## src/rtl/vga_timing_pkg.sv

```systemverilog
// rtl/vga_timing_pkg.sv - 640x480@60 timing constants and counter sizing helper
// Contents: default porch/sync/active lengths for both axes, their totals,
//           cnt_width() returning the bits needed to hold 0..total-1.
package vga_timing_pkg;

    localparam int DEF_H_ACTIVE = 640;
    localparam int DEF_H_FRONT  = 16;
    localparam int DEF_H_SYNC   = 96;
    localparam int DEF_H_BACK   = 48;
    localparam int DEF_V_ACTIVE = 480;
    localparam int DEF_V_FRONT  = 10;
    localparam int DEF_V_SYNC   = 2;
    localparam int DEF_V_BACK   = 33;

    localparam int DEF_H_TOTAL = DEF_H_ACTIVE + DEF_H_FRONT + DEF_H_SYNC + DEF_H_BACK;
    localparam int DEF_V_TOTAL = DEF_V_ACTIVE + DEF_V_FRONT + DEF_V_SYNC + DEF_V_BACK;

    // Bits needed for a counter running 0..total-1 (at least one bit).
    function automatic int cnt_width(input int total);
        return (total <= 2) ? 1 : $clog2(total);
    endfunction

    localparam int DEF_CNT_W =
        cnt_width((DEF_H_TOTAL > DEF_V_TOTAL) ? DEF_H_TOTAL : DEF_V_TOTAL);
    localparam int DEF_FRAME_W = 8;

endpackage

```

## src/rtl/vga_timing_gen_if.sv

```systemverilog
// rtl/vga_timing_gen_if.sv - registered raster outputs bundle
// Signals: hsync, vsync, de, x, y, line_start, frame_start, frame_count.
// master drives them (timing generator), slave consumes them (pixel source / DAC).
interface vga_timing_gen_if
    import vga_timing_pkg::*;
#(
    parameter int CNT_W   = DEF_CNT_W,
    parameter int FRAME_W = DEF_FRAME_W
);
    logic               hsync;
    logic               vsync;
    logic               de;
    logic [CNT_W-1:0]   x;
    logic [CNT_W-1:0]   y;
    logic               line_start;
    logic               frame_start;
    logic [FRAME_W-1:0] frame_count;

    modport master (
        output hsync, vsync, de, x, y, line_start, frame_start, frame_count
    );

    modport slave (
        input  hsync, vsync, de, x, y, line_start, frame_start, frame_count
    );
endinterface

```

## src/rtl/vga_timing_axis.sv

```systemverilog
// rtl/vga_timing_axis.sv - one raster axis: wrapping counter plus active/sync decode
// Ports: clk_i, rst_i (sync, active-high), adv_i (advance one step),
//        cnt_o (current position), wrap_o (advancing from the last position),
//        active_o (position inside the visible area), sync_o (position inside sync window).
module vga_timing_axis
    import vga_timing_pkg::*;
#(
    parameter int ACTIVE = DEF_H_ACTIVE,
    parameter int FRONT  = DEF_H_FRONT,
    parameter int SYNC   = DEF_H_SYNC,
    parameter int BACK   = DEF_H_BACK,
    parameter int CNT_W  = DEF_CNT_W
) (
    input  logic             clk_i,
    input  logic             rst_i,
    input  logic             adv_i,
    output logic [CNT_W-1:0] cnt_o,
    output logic             wrap_o,
    output logic             active_o,
    output logic             sync_o
);
    localparam int TOTAL      = ACTIVE + FRONT + SYNC + BACK;
    localparam int SYNC_START = ACTIVE + FRONT;
    localparam int SYNC_END   = SYNC_START + SYNC;

    localparam logic [CNT_W-1:0] LAST = CNT_W'(TOTAL - 1);

    logic [CNT_W-1:0] cnt_q, cnt_d;
    logic             at_last;
    // One extra bit so window edges equal to TOTAL (zero back porch) still compare correctly.
    logic [CNT_W:0]   cnt_ext;

    assign at_last = (cnt_q == LAST);
    assign wrap_o  = adv_i && at_last;
    assign cnt_ext = {1'b0, cnt_q};

    always_comb begin
        cnt_d = cnt_q;
        if (adv_i) begin
            cnt_d = at_last ? '0 : cnt_q + 1'b1;
        end
    end

    always_ff @(posedge clk_i) begin
        if (rst_i) begin
            cnt_q <= '0;
        end else begin
            cnt_q <= cnt_d;
        end
    end

    assign cnt_o    = cnt_q;
    assign active_o = (cnt_ext < (CNT_W+1)'(ACTIVE));
    assign sync_o   = (cnt_ext >= (CNT_W+1)'(SYNC_START)) &&
                      (cnt_ext <  (CNT_W+1)'(SYNC_END));

endmodule

```

## src/rtl/vga_timing_gen.sv

```systemverilog
// rtl/vga_timing_gen.sv - parametrised raster timing generator
// Ports: clk_25m (pixel clock), rst (sync, active-high), pix_en (pixel advance enable),
//        vid (master modport: hsync, vsync, de, x, y, line_start, frame_start, frame_count).
// All outputs are registered one clock after the counter value they describe and
// hold while pix_en is low.
module vga_timing_gen
    import vga_timing_pkg::*;
#(
    parameter int H_ACTIVE  = DEF_H_ACTIVE,
    parameter int H_FRONT   = DEF_H_FRONT,
    parameter int H_SYNC    = DEF_H_SYNC,
    parameter int H_BACK    = DEF_H_BACK,
    parameter int V_ACTIVE  = DEF_V_ACTIVE,
    parameter int V_FRONT   = DEF_V_FRONT,
    parameter int V_SYNC    = DEF_V_SYNC,
    parameter int V_BACK    = DEF_V_BACK,
    parameter int HSYNC_NEG = 1,
    parameter int VSYNC_NEG = 1,
    parameter int CNT_W     = DEF_CNT_W,
    parameter int FRAME_W   = DEF_FRAME_W
) (
    input  logic              clk_25m,
    input  logic              rst,
    input  logic              pix_en,
    vga_timing_gen_if.master  vid
);
    localparam logic HS_POL = (HSYNC_NEG != 0);
    localparam logic VS_POL = (VSYNC_NEG != 0);

    logic [CNT_W-1:0] h_cnt, v_cnt;
    logic             h_wrap, v_wrap;
    logic             h_act, v_act;
    logic             h_sync, v_sync;

    vga_timing_axis #(
        .ACTIVE (H_ACTIVE), .FRONT (H_FRONT), .SYNC (H_SYNC), .BACK (H_BACK), .CNT_W (CNT_W)
    ) u_h_axis (
        .clk_i (clk_25m), .rst_i (rst), .adv_i (pix_en),
        .cnt_o (h_cnt), .wrap_o (h_wrap), .active_o (h_act), .sync_o (h_sync)
    );

    // The vertical axis steps once per completed line.
    vga_timing_axis #(
        .ACTIVE (V_ACTIVE), .FRONT (V_FRONT), .SYNC (V_SYNC), .BACK (V_BACK), .CNT_W (CNT_W)
    ) u_v_axis (
        .clk_i (clk_25m), .rst_i (rst), .adv_i (h_wrap),
        .cnt_o (v_cnt), .wrap_o (v_wrap), .active_o (v_act), .sync_o (v_sync)
    );

    logic [CNT_W-1:0]   x_q, x_d, y_q, y_d;
    logic               de_q, de_d;
    logic               hsync_q, hsync_d, vsync_q, vsync_d;
    logic               line_start_q, line_start_d, frame_start_q, frame_start_d;
    logic [FRAME_W-1:0] frame_count_q, frame_count_d;
    // Set once the counters wrapped past the last pixel of a frame; the count is
    // bumped when (0,0) is actually presented so it lines up with frame_start.
    logic               wrap_pend_q, wrap_pend_d;

    always_comb begin
        x_d           = x_q;
        y_d           = y_q;
        de_d          = de_q;
        hsync_d       = hsync_q;
        vsync_d       = vsync_q;
        line_start_d  = line_start_q;
        frame_start_d = frame_start_q;
        frame_count_d = frame_count_q;
        wrap_pend_d   = wrap_pend_q;
        if (pix_en) begin
            x_d           = h_cnt;
            y_d           = v_cnt;
            de_d          = h_act && v_act;
            hsync_d       = h_sync ^ HS_POL;
            vsync_d       = v_sync ^ VS_POL;
            line_start_d  = (h_cnt == '0);
            frame_start_d = (h_cnt == '0) && (v_cnt == '0);
            if (wrap_pend_q) begin
                frame_count_d = frame_count_q + 1'b1;
            end
            wrap_pend_d   = v_wrap;
        end
    end

    always_ff @(posedge clk_25m) begin
        if (rst) begin
            x_q           <= '0;
            y_q           <= '0;
            de_q          <= 1'b0;
            hsync_q       <= HS_POL;
            vsync_q       <= VS_POL;
            line_start_q  <= 1'b0;
            frame_start_q <= 1'b0;
            frame_count_q <= '0;
            wrap_pend_q   <= 1'b0;
        end else begin
            x_q           <= x_d;
            y_q           <= y_d;
            de_q          <= de_d;
            hsync_q       <= hsync_d;
            vsync_q       <= vsync_d;
            line_start_q  <= line_start_d;
            frame_start_q <= frame_start_d;
            frame_count_q <= frame_count_d;
            wrap_pend_q   <= wrap_pend_d;
        end
    end

    assign vid.x           = x_q;
    assign vid.y           = y_q;
    assign vid.de          = de_q;
    assign vid.hsync       = hsync_q;
    assign vid.vsync       = vsync_q;
    assign vid.line_start  = line_start_q;
    assign vid.frame_start = frame_start_q;
    assign vid.frame_count = frame_count_q;

endmodule

```

## src/flat_wrapper.sv

```systemverilog
// flat-port wrapper written by rule: the top's interface ports become plain ports
module vga_timing_gen_flat import vga_timing_pkg::*;
#(
    parameter int H_ACTIVE  = DEF_H_ACTIVE,
    parameter int H_FRONT   = DEF_H_FRONT,
    parameter int H_SYNC    = DEF_H_SYNC,
    parameter int H_BACK    = DEF_H_BACK,
    parameter int V_ACTIVE  = DEF_V_ACTIVE,
    parameter int V_FRONT   = DEF_V_FRONT,
    parameter int V_SYNC    = DEF_V_SYNC,
    parameter int V_BACK    = DEF_V_BACK,
    parameter int HSYNC_NEG = 1,
    parameter int VSYNC_NEG = 1,
    parameter int CNT_W     = DEF_CNT_W,
    parameter int FRAME_W   = DEF_FRAME_W
)
  (clk_25m, rst, pix_en, vid_hsync, vid_vsync, vid_de, vid_x, vid_y, vid_line_start, vid_frame_start, vid_frame_count);
  vga_timing_gen_if #(.CNT_W(CNT_W), .FRAME_W(FRAME_W)) vid_i ();
  input  logic clk_25m;
  input  logic rst;
  input  logic pix_en;
  output wire logic [$bits(vid_i.hsync)-1:0] vid_hsync;
  output wire logic [$bits(vid_i.vsync)-1:0] vid_vsync;
  output wire logic [$bits(vid_i.de)-1:0] vid_de;
  output wire logic [$bits(vid_i.x)-1:0] vid_x;
  output wire logic [$bits(vid_i.y)-1:0] vid_y;
  output wire logic [$bits(vid_i.line_start)-1:0] vid_line_start;
  output wire logic [$bits(vid_i.frame_start)-1:0] vid_frame_start;
  output wire logic [$bits(vid_i.frame_count)-1:0] vid_frame_count;
  assign vid_hsync = vid_i.hsync;
  assign vid_vsync = vid_i.vsync;
  assign vid_de = vid_i.de;
  assign vid_x = vid_i.x;
  assign vid_y = vid_i.y;
  assign vid_line_start = vid_i.line_start;
  assign vid_frame_start = vid_i.frame_start;
  assign vid_frame_count = vid_i.frame_count;
  vga_timing_gen #(.H_ACTIVE(H_ACTIVE), .H_FRONT(H_FRONT), .H_SYNC(H_SYNC), .H_BACK(H_BACK), .V_ACTIVE(V_ACTIVE), .V_FRONT(V_FRONT), .V_SYNC(V_SYNC), .V_BACK(V_BACK), .HSYNC_NEG(HSYNC_NEG), .VSYNC_NEG(VSYNC_NEG), .CNT_W(CNT_W), .FRAME_W(FRAME_W)) u_core (.clk_25m(clk_25m), .rst(rst), .pix_en(pix_en), .vid(vid_i));
endmodule
```

## config.mk

```make
export PLATFORM = sky130hd
export DESIGN_NAME = vga_timing_gen_flat
export DESIGN_NICKNAME = d
export VERILOG_FILES = /design/src/rtl/vga_timing_pkg.sv /design/src/rtl/vga_timing_gen_if.sv /design/src/rtl/vga_timing_axis.sv /design/src/rtl/vga_timing_gen.sv /design/src/flat_wrapper.sv
export SDC_FILE = /design/constraint.sdc
export NUM_CORES = 1
export LEC_CHECK = 0
export BUFFER_PORTS_ARGS = -buffer_cell sky130_fd_sc_hd__buf_2
export CAP_MARGIN = 15
export CORE_ASPECT_RATIO = 1.5
export CORE_MARGIN = 2
export CORE_UTILIZATION = 50
export CTS_BUF_LIST = sky130_fd_sc_hd__clkbuf_4 sky130_fd_sc_hd__clkbuf_8
export CTS_CLUSTER_DIAMETER = 40
export CTS_CLUSTER_SIZE = 28
export DETAILED_ROUTE_END_ITERATION = 8
export GPL_TIMING_DRIVEN = 1
export PLACE_DENSITY_LB_ADDON = 0.05
export SLEW_MARGIN = 20
export SYNTH_ARGS = -nofsm -noshare
export SYNTH_HDL_FRONTEND = slang
export SYNTH_SLANG_ARGS = --single-unit
export TNS_END_PERCENT = 20
```

## constraint.sdc

```tcl
create_clock -name clk_25m -period 1.6 [get_ports clk_25m]
set_input_delay 0.08 -clock clk_25m [delete_from_list [all_inputs] [get_ports clk_25m]]
set_output_delay 0.08 -clock clk_25m [all_outputs]
set_load 0.05 [all_outputs]
```

## Yosys cells after proc, flatten, opt, wreduce, memory -nomap -nowiden

Index checks and enable logic that the tools add are counted.

- Flip-flop bits (word level): 54
- Latch bits: 0
- RAM bits: 0
- ROM bits: 0
- Input port bits: 3
- Logic and storage cells: 35
- Memories kept: 0

- $add $sub $neg: 3
- $mul: 0
- Div/mod/pow operators: 0
- Order comparisons: 6
- Equality and inequality tests: 2
- Shift operators: 0
- Mux-type cells: 2
- Bitwise logic cells: 2
- Reductions and logical operators: 9

Operator list:

| cell | number |
|---|---|
| $add 10x1->10 const B | 2 |
| $eq 10x10->1 const B | 2 |
| $logic_not 10->1 | 2 |
| $lt 10x10->1 const B | 2 |
| $lt 10x9->1 const B | 2 |
| $mux 10 | 2 |
| $ge 10x10->1 const B | 1 |
| $ge 10x9->1 const B | 1 |
| $add 8x1->8 const B | 1 |
| $logic_and 1x1->1 | 6 |
| $not 1->1 | 2 |
| $reduce_and 2->1 | 1 |

## Depth between registers and ports, before layout

- Depth after elaboration: 3
- Mapped depth: 6
- Depth with buffers taken out: 6

## Modules after synthesis

Synthesis repeated with hierarchy kept, for this count alone.

- Cell total of the unflattened synthesis: 256
- Area total of the unflattened synthesis: 2411.1 sq um

By module, submodules not included:

| module | instances | cells an instance | area each (sq um) |
|---|---|---|---|
| vga_timing_gen | 1 | 137 | 1322.5 |
| vga_timing_axis (u_core.u_h_axis) | 1 | 61 | 559.3 |
| vga_timing_axis (u_core.u_v_axis) | 1 | 58 | 529.3 |

## Worst setup path before layout

OpenSTA, ideal clock, no wires.

- Kind: reg-to-reg
- Start point: reg u_core.u_h_axis.cnt_q[0] (netlist: u_core.u_h_axis.cnt_o[0])
- End point: reg u_core.u_h_axis.cnt_q[2] (netlist: u_core.u_h_axis.cnt_o[2])
- Arrival time: 1.572 ns
- Required time: 1.476 ns
- Path slack: -0.096 ns
- Stages on the path, launching flop included: 7
- Clock period less this slack: 1.696 ns
- Cells stage by stage: dfxtp_1 > ha_1 > nand4b_1 > or3_1 > nand2b_1 > clkbuf_1 > nor2_1

- Word-level cells in the longest chain between the ends: 2
- Elaborated cells between the ends (all ways): 3
- Classes of those cells: add/sub: 1; eq/ne: 1; mux: 1

RTL lines:

| what | RTL line | source |
|---|---|---|
| start, declared | vga_timing_axis.sv:28 | `logic [CNT_W-1:0] cnt_q, cnt_d;` |
| start signal, assigned | vga_timing_axis.sv:48 | `cnt_q <= cnt_d;` |
| $add 10x1->10 or $eq 10x10->1 (tied branches) | vga_timing_axis.sv:40, vga_timing_axis.sv:33 |  |
| $mux 10 (*) | vga_timing_axis.sv:40 | `cnt_d = at_last ? '0 : cnt_q + 1'b1;` |

Mark *: on every way between the ends. The rest lies on a longest branch, timed or not.
A chain may end at the register's enable or synchronous reset.

## Worst setup path after layout

- Start point: reg u_core.u_h_axis.cnt_q[1] (netlist: u_core.u_h_axis.cnt_o[1])
- End point: reg u_core.u_v_axis.cnt_q[8] (netlist: u_core.u_v_axis.cnt_o[8])

- Word-level cells in the longest chain between the ends: 2

RTL lines:

| what | RTL line | source |
|---|---|---|
| $eq 10x10->1 | vga_timing_axis.sv:33 | `assign at_last = (cnt_q == LAST);` |
| $logic_and 1x1->1 | vga_timing_axis.sv:34 | `assign wrap_o = adv_i && at_last;` |
| end signal, assigned | vga_timing_axis.sv:48 |  |
| end, declared | vga_timing_axis.sv:28 |  |

No other way between the ends.

==> flow_summary.yaml <==
timing:
  worst_pin_slew_ps: 365
  finalSetupTns_ps: -169
  finalHoldViolations: 0
  fmax_mhz: 594
  worst_slack_ps: -84.6
  finalCriticalPeriod_ps: 1680
  max-slew-margin-rel_pct: 75.4
  skew_ps: 8.75
  setup_violations: 4
  rsz0062_at_grt: "true"
  slew_viol_final: 0
  period_share_pct: 105
cells_and_area:
  multi_input_area_sq_mm: 0.00128
  design_area_sq_mm: 0.00306
  num-nets-final: 340
  antenna_cells: 0
  utilization_pct: 67.3
  nFillCells: 403
  seqCellArea_sq_mm: 0.00109
  syn2layout_area_growth_pct: 28.2
  drive_above_1_share_pct: 30.5
synth:
  synthMuxAreaShare_pct: 9.23
  syn-cell-area_sq_mm: 0.00239
  synth-adder-area-share_pct: 2.62
  yosys.area_share.xor_xnor_pct: 6.24
  synth-compound-area-share_pct: 5.61
  synthSimpleGateAreaFrac_pct: 26.3
  yosysUniqueCellTypes: 41
  yosys.area.top_type: "dfxtp_1"
  avgSynthCellArea_sq_um: 8.87
  synth_area_leaders: "dfxtp_1 (45%), mux2i_1 (9.2%), nor2_1 (7.4%), xnor2_1 (3.7%), nand3_1 (2.9%)"
  ys_ff_latch: 54
  synth_top_family_by_area: "simple AND/OR/NAND/NOR gates"
  synthCells: 269
  syn-num-nets: 277
  synth_top_area_share_pct: 45.3
  yosysSeqAreaShare_pct: 45.3
  synthesis.yosys.warnings: 0
  ys.flop_type: "dfxtp_1"
  synthArstFlopShare_pct: 0
  synth_edf_count: 0
pwr:
  peakVddDrop_mv: 0.503
  power_density_mw_per_mm2: 742
  power_leakage_uw: 0.00131
critical_path:
  cp.buffers_inverters: 0
  end_kind: "register"
  timing.rr.end: "u_core.u_v_axis.cnt_o[8]$_SDFFE_PP0P_"
  crit_family: "simple AND/OR/NAND/NOR gates"
  worstSetupStartpoint: "u_core.u_h_axis.cnt_o[1]$_SDFFE_PP0P_"
  path_cells: "ha_4 > nand4b_1 > or4_4 > or3_1 > a21oi_2"
  crit_type: "register to register"
  cp.required_ps: 1840
  r2r_start: "u_core.u_h_axis.cnt_o[1]$_SDFFE_PP0P_"
  cpMaxStageDelayCell: "or4_4"
  cp_max_fo: 5
  ff2ff_path_depth: 5
  r2r_slack_ps: -80
  start_kind: "register"
  arrival_ps: 1920
  cpPeakStageDelay_ps: 520
clock_tree:
  cts_tree: "done"
  cts-root-buf: "clkbuf_8"
  ctsHtreeMaxLevel: 2
  ctsHoldBuffers: 0
  cts_max_path_buffers: 2
  numCtsBuffers: 5
  cts.sinks: 54
  clk_pin_slew_worst_paths_ps: 90
  insertion_delay_ps: 310
routing:
  ant_nets: 0
  drc_errors: 0
  first_pass_iters: 4
  vias_per_cell: 5.30
  drt-total-wl_mm: 5.38
  routedWlPerCell_microns: 13.6
  num_vias: 2094
  dr.first_iter.drc_count: 84
min_path:
  whs_path_depth: 2
  min_to: "u_core.wrap_pend_q$_SDFFE_PP0P_"
  hold_class: "input port to register"
  min_from: "rst"
place:
  post-dp-hpwl_mm: 4.04
  place_area_sq_mm: 0.00289
  place_congestion: 0.863
  port_buffers: 35
status:
  status: "finished with violations"
  violations: "negative setup slack"
run:
  drv_cap: 0
global_route:
  globalRouteOverflowTotal: 0
  busiest_layer: "met2"
  met1_usage_pct: 23.5
  use_met3_pct: 4.39
  antenna_found_initial: 0
  grt_util_met2_pct: 41.5
  grt_pass1_vias: 2020
  grt_max_degree: 31
  grt_usage_pct: 22.1
  grt_pass1_wl_mm: 9.02
floorplan:
  fp.dieH_microns: 88.6
  pin_count: 36
  die_x_microns: 60.4
  start_util_pct: 52.5
  die_area_sq_mm: 0.00535
  core-area_sq_mm: 0.00454
  rows: 30
[worst max-delay path by stage]
stage	endpoint	cells past startpoint	slack, ps
after CTS	u_core.u_v_axis.cnt_o[8]$_SDFFE_PP0P_	5	-70
final	u_core.u_v_axis.cnt_o[8]$_SDFFE_PP0P_	5	-80
after floorplan	u_core.u_v_axis.cnt_o[8]$_SDFFE_PP0P_	5	-5
after global placement	u_core.u_v_axis.cnt_o[8]$_SDFFE_PP0P_	5	-20
after global routing	u_core.u_v_axis.cnt_o[8]$_SDFFE_PP0P_	5	-120
after detailed placement	u_core.u_v_axis.cnt_o[8]$_SDFFE_PP0P_	5	-70
[cells by family (layout without fill, tap and decap cells)]
group,Yosys count,in the layout
buffers and inverters,26,88
AND/OR/NAND/NOR,122,122
AO/OA/AOI/OAI,23,23
flip-flops,54,54
multiplexers,22,22
XOR/XNOR,17,17
adder cells (fa/ha/maj),5,5
[metal layers]
metal / routed length, microns / up-vias
met4: 114 / 0
met3: 149 / 11
met2: 2940 / 34
met1: 2170 / 1003
met5: 0 / -
li1: - / 1046
[synth_stat cells (3+ instances only)]
master / n
a21oi_1: 13
buf_1: 3
buf_2: 5
clkbuf_1: 7
dfxtp_1: 54
ha_1: 5
inv_1: 8
mux2i_1: 22
nand2_1: 17
nand3_1: 14
nand4_1: 8
nand4b_1: 3
nor2_1: 47
nor3_1: 3
nor4_1: 7
o21ai_0: 5
or3_1: 5
xnor2_1: 10
xor2_1: 7
[placed cells by master (no fill, tap or decap), drive strengths merged]
cell | netlist | routed
a211o | 1 | 1
a21oi | 13 | 13
a2bb2oi | 1 | 1
and3 | 2 | 2
and3b | 1 | 1
and4 | 2 | 2
and4b | 1 | 1
and4bb | 1 | 1
buf | 9 | 73
clkbuf | 8 | 6
clkinv | 1 | 1
dfxtp | 54 | 54
ha | 5 | 5
inv | 8 | 8
mux2i | 22 | 22
nand2 | 17 | 17
nand2b | 2 | 2
nand3 | 14 | 14
nand4 | 8 | 8
nand4b | 3 | 3
nand4bb | 1 | 1
nor2 | 47 | 47
nor2b | 1 | 1
nor3 | 3 | 3
nor4 | 8 | 8
nor4b | 1 | 1
o21ai | 5 | 5
o21bai | 2 | 2
o31ai | 1 | 1
or2 | 3 | 3
or3 | 5 | 5
or4 | 2 | 2
xnor2 | 10 | 10
xor2 | 7 | 7
[worst register-to-register path, cell delays in order (launching register included)]
cell	delay (ps)
dfxtp_2	370
ha_4	150
nand4b_1	90
or4_4	520
or3_1	350
a21oi_2	140
[power by group]
| part | total (uW) | switching (uW) | internal (uW) |
|---|---|---|---|
| combinational | 165 | 103 | 61.7 |
| sequential | 1360 | 9.24 | 1350 |
| clock | 742 | 407 | 335 |
| total | 2270 | 519 | 1750 |
[per-stage QoR]
stage	total power (uW)	setup WS, ps	std cells	hold slack, ps
floorplan	1500	-4.55	269	306
global placement	1550	-24.7	387	433
detailed placement	1560	-68.8	387	440
CTS	2300	-73.6	395	120
global route	2350	-121	395	127
finish	2270	-84.6	395	120
[cell type report]
class	instances	share of cell area (%)
flip-flops and latches	54	35.7
well taps	64	2.62
repair buffers	73	15.9
inverters	9	1.10
multi-input cells	189	42.0
clock buffers	6	2.70
[registers in the layout, summed over array words and instances, names as in the netlist]
register                cells
u_core.wrap_pend_q          1
u_core.vid.frame_count      8
u_core.vid.line_start       1
u_core.u_h_axis.cnt_o      10
u_core.vid.y               10
u_core.vid.frame_start      1
u_core.vid.vsync            1
u_core.vid.de               1
u_core.vid.x               10
u_core.u_v_axis.cnt_o      10
u_core.vid.hsync            1
[repair_timing]
item / 4_1_cts / 5_1_grt
gates resized for setup: 3 / 9
setup buffers: 2 / 0
endpoints found under the setup margin: 6 / 17
pin swaps: 3 / 5
Power figures use the tool's default switching activity.
